==> src/rtl/ecc_sed_fifo2.sv <==
// Generic 2-entry valid/ready buffer. The head register drives the output
// directly, so the output stays stable while it is stalled.
module ecc_sed_fifo2 #(
  parameter int W = 8
) (
  input  logic         clk,
  input  logic         rst_n,
  input  logic         in_valid,
  input  logic [W-1:0] in_data,
  input  logic         out_ready,
  output logic [W-1:0] out_data,
  output logic         full,
  output logic         empty
);

  typedef enum logic [1:0] {
    OCC_EMPTY = 2'd0,
    OCC_ONE   = 2'd1,
    OCC_FULL  = 2'd2
  } occ_e;

  occ_e         occ, occ_nxt;
  logic [W-1:0] head_q, tail_q;
  logic         push, pop;

  assign full     = (occ == OCC_FULL);
  assign empty    = (occ == OCC_EMPTY);
  assign out_data = head_q;
  assign push     = in_valid && !full;
  assign pop      = !empty && out_ready;

  always_ff @(posedge clk or negedge rst_n) begin
    if (!rst_n) occ <= OCC_EMPTY;
    else        occ <= occ_nxt;
  end

  always_comb begin
    occ_nxt = occ;
    unique case (occ)
      OCC_EMPTY: if (push) occ_nxt = OCC_ONE;
      OCC_ONE: begin
        if (push && !pop)      occ_nxt = OCC_FULL;
        else if (pop && !push) occ_nxt = OCC_EMPTY;
      end
      OCC_FULL:  if (pop) occ_nxt = OCC_ONE;
      default:   occ_nxt = OCC_EMPTY;
    endcase
  end

  // Head is never cleared on pop: an empty buffer keeps showing its last word.
  always_ff @(posedge clk or negedge rst_n) begin
    if (!rst_n) begin
      head_q <= '0;
      tail_q <= '0;
    end else begin
      unique case (occ)
        OCC_EMPTY: if (push) head_q <= in_data;
        OCC_ONE: begin
          if (push && pop) head_q <= in_data;
          else if (push)   tail_q <= in_data;
        end
        OCC_FULL:  if (pop) head_q <= tail_q;
        default: ;
      endcase
    end
  end

endmodule

==> config.mk <==
export PLATFORM = sky130hd
export DESIGN_NAME = ecc_sed_fifo2
export DESIGN_NICKNAME = d
export VERILOG_FILES = /design/src/rtl/ecc_sed_fifo2.sv
export SDC_FILE = /design/constraint.sdc
export NUM_CORES = 1
export LEC_CHECK = 0
export ABC_AREA = 1
export CAP_MARGIN = 20
export CORE_AREA = 5 5 66 68
export CTS_CLUSTER_SIZE = 24
export DETAILED_ROUTE_END_ITERATION = 8
export DIE_AREA = 0 0 71 73
export PLACE_DENSITY = 0.54
export SLEW_MARGIN = 20
export SYNTH_ARGS = -nofsm -noshare
export SYNTH_HDL_FRONTEND = slang
export SYNTH_SLANG_ARGS = --single-unit
export TNS_END_PERCENT = 1
==> constraint.sdc <==
create_clock -name clk -period 2.5 [get_ports clk]
set_input_delay 0.5 -clock clk [delete_from_list [all_inputs] [get_ports clk]]
set_output_delay 0.5 -clock clk [all_outputs]
set_load 0.05 [all_outputs]
==> flow_results.org, run 1 <==
** Critical path
- Endpoint required time on the critical path :: 2000 ps
- Endpoint type of the worst setup path :: output port
- Max Fanout on Critical Path :: 6
- Crit Path Class :: reg -> out
- Data on the critical path arrives at its endpoint at 1680 ps.
- STA classifies the critical path startpoint as a flip-flop.

** Min path
- Hold Crit Class :: reg -> reg

** Logic synthesis
- In the post-synthesis netlist, the cell with the most instances is nand2_1.
- Sorting the synthesized cells by how often they occur yields 48 x nand2_1, 18 x dfrtp_1, 18 x nand3_1.
- Area fraction of the dominant cell type after synthesis :: 0.501
- Synthesis produced a netlist whose cell count is 115.
- Warning count from the yosys run :: 0
- Primary FF master, synth :: dfrtp_1
- Cell accounting for the most synthesized area :: dfrtp_1
- Share of synthesized registers carrying an async set or reset :: 1.00
- Top area cells in the synthesized netlist :: dfrtp_1 50%, nand2_1 20%, nand3_1 10%, o21ai_0 5.6%, inv_1 5.0%
- Unique masters post-synth :: 13
- Post-synth EDFFs :: 0
- Of the synthesized area, sequential elements account for 0.501.
- The synthesized design contains 18 register bits.
- Dividing the synthesized area by the synthesized cell count gives 7.81 sq um.
- Netlist area before placement :: 898 sq um
- The number of nets handed over by synthesis was 128.

** Power
- Static Leak :: 0.623 nW
- Power per Cell Area :: 1340 mW/mm^2
- Peak supply drop :: 0.353 mV

** Clock tree
- Clock net sink count :: 18
- Counting along the longest clock path gives a buffer depth of 2.
- TritonCTS built the clock tree.
- Counting the buffers created by CTS gives 3.
- Post_cts resized :: 0
- Insertion delay to the later sink of the worst-skew pair :: 250 ps
- After clock tree synthesis, the clock-pin slew on the worst setup and hold paths is 70 ps.
- Number of H-tree branching levels :: 1
- CTS Root Buffer Type :: clkbuf_8
- After clock tree synthesis, the flow added hold-fix buffers numbering 0.
- Post CTS Setup Buffer Count :: 0

** Global routing
- Antenna violations before repair :: 0
- The number of global-route vias before repair is 779.
- Wire length of the first global-routing pass :: 3320 um
- GRT Util Overall :: 0.0820
- Entering global routing, the biggest net connects 19 pins.
- Overflow left after global routing :: 0

** Routing
- Routed WL per cell :: 10.2 um
- The detail route stage leaves a number of antenna-violating nets equal to 0.
- Across all layers, the routed design uses 787 vias.
- DRC violation count after routing :: 0
- After detailed routing, the total wire length is 1940 um.
- Number of vias per cell :: 4.14
- Number of search-and-repair iterations in the first detailed-routing pass :: 4
- Initial detailed-routing violation count :: 34

** Cells and area
- From synthesis to final layout, the design area changed by 35.8%.
- Of the cells placed in the final design, the portion with a size suffix greater than 1 is 0.0786.
- Final Core Density :: 0.321
- The repair_antennas step left the layout with diodes totalling 0.
- Net count reported at finish :: 154

** Timing
- Min cycle time layout :: 2180 ps
- Setup violations remaining at the end of the flow were counted as 0.
- Total negative setup slack :: 0 ps
- Headroom to the max-slew limit came out at 0.471.
- Hold violation count in the final report :: 0
- Actual transition at the worst max-transition pin :: 792 ps
- Derived from the worst setup path, the maximum achievable clock frequency is 0.458 GHz.
- RSZ-0062 raised after global routing :: no
- Clk_skew :: 0.522 ps
- In the finished design, the share of the clock period the worst path needs comes to 0.874.
- The number of pins exceeding their max-slew limit in the final report was 0.

** Floorplanning
- Cell Rows :: 23
- Die Y-Extent :: 73 um
- In this run the count of I/O pins placed on the die edge is 22.
- After floorplanning, the core was sized to cover 0.00380 sq mm.
- The die is 71 um wide.
- For this configuration, the core starts out at a cell density of 0.236.
- Die Footprint :: 0.00518 sq mm

** Placed design
- Routability congestion estimate :: 0.802
- Number of input and output port buffers inserted :: 21
- Placed wire-length estimate :: 1500 um

** Outcome
- Status :: completed

** Run
- Across the run, the number of max-cap violations was 0.
-- logic make-up (layout without fill, tap and decap cells) --
logic type	after synthesis	count (layout)	share of synthesized area
buffers and inverters	14	39	0.0668
AO/OA/AOI/OAI	10	10	0.0557
AND/OR/NAND/NOR	72	72	0.362
flip-flops	18	18	0.501
adder cells (fa/ha/maj)	1	1	0.0139
-- final cells by class --
type / instances / area (sq um)
clock buffer: 4 / 55.1
fill: 425 / 2580
inverter: 13 / 48.8
multi-input combinational: 83 / 388
sequential: 18 / 450
tap: 50 / 62.6
timing repair buffer: 22 / 215
-- cell usage in the layout (no fill, tap or decap), types with 2 or more instances in the layout --
| cell | netlist | final |
|---|---|---|
| nand3_1 | 18 | 18 |
| clkbuf_8 | 0 | 4 |
| nand2_1 | 48 | 48 |
| dfrtp_1 | 18 | 18 |
| nor2_1 | 2 | 2 |
| buf_4 | 0 | 2 |
| o21ai_0 | 10 | 10 |
| clkdlybuf4s50_1 | 0 | 20 |
| inv_1 | 12 | 12 |
-- metal layers --
| metal | part of all wire | up-vias | track usage |
|---|---|---|---|
| li1 | - | 412 | - |
| met1 | 0.46 | 347 | 0.101 |
| met2 | 0.46 | 23 | 0.131 |
| met3 | 0.064 | 5 | 0.0248 |
| met4 | 0.019 | 0 | 0.0397 |
| met5 | 0 | - | 0 |
-- worst paths after layout --
path / start / end / slack (ps) / cells past startpoint
worst min register to register: tail_q[7] / tail_q[7] / 490 / 2
worst max register to register: occ[1] / occ[1] / 950 / 8
worst min-delay path: tail_q[7] / tail_q[7] / 490 / 2
worst max-delay path: occ[0] / empty / 320 / 2
max in group asynchronous: rst_n / out_data[1] / 1300 / 1
min in group asynchronous: rst_n / tail_q[2] / 710 / 1
-- state kept, by name (all words and copies together) (netlist names) --
name,cells
out_data,8
tail_q,8
occ,2
-- critical path, cell delays in order (launching register included) --
cell	delay (ps)
dfrtp_1	450
nor2_1	160
clkdlybuf4s50_1	820
-- per-stage QoR --
stage	cells	cell area [sq um]	setup slack, ps	total power, W	hold slack [ps]
floorplan	115	898	690	0.00113	204
global placement	186	1160	588	0.00139	467
detailed placement	186	1160	579	0.00141	474
CTS	190	1220	294	0.00165	492
global route	190	1220	256	0.00176	513
finish	190	1220	315	0.00163	487
-- where the power goes --
part / internal [W] / switching, W
sequential: 0.000432 / 0.0000933
combinational: 0.000283 / 0.000586
clock: 0.000140 / 0.0000968
total: 0.000855 / 0.000776
Note: power is estimated with default switching activity, not from simulation.
==> inputs of run 2 (changes only) <==
--- a/config.mk
+++ b/config.mk
@@ -8,6 +8,7 @@
 export ABC_AREA = 1
 export CAP_MARGIN = 20
 export CORE_AREA = 5 5 66 68
+export CTS_CLUSTER_DIAMETER = 150
 export CTS_CLUSTER_SIZE = 24
 export DETAILED_ROUTE_END_ITERATION = 8
 export DIE_AREA = 0 0 71 73
==> results of run 2 <==
Same layout as run 1: the final DEF is identical, and so are final timing and power.
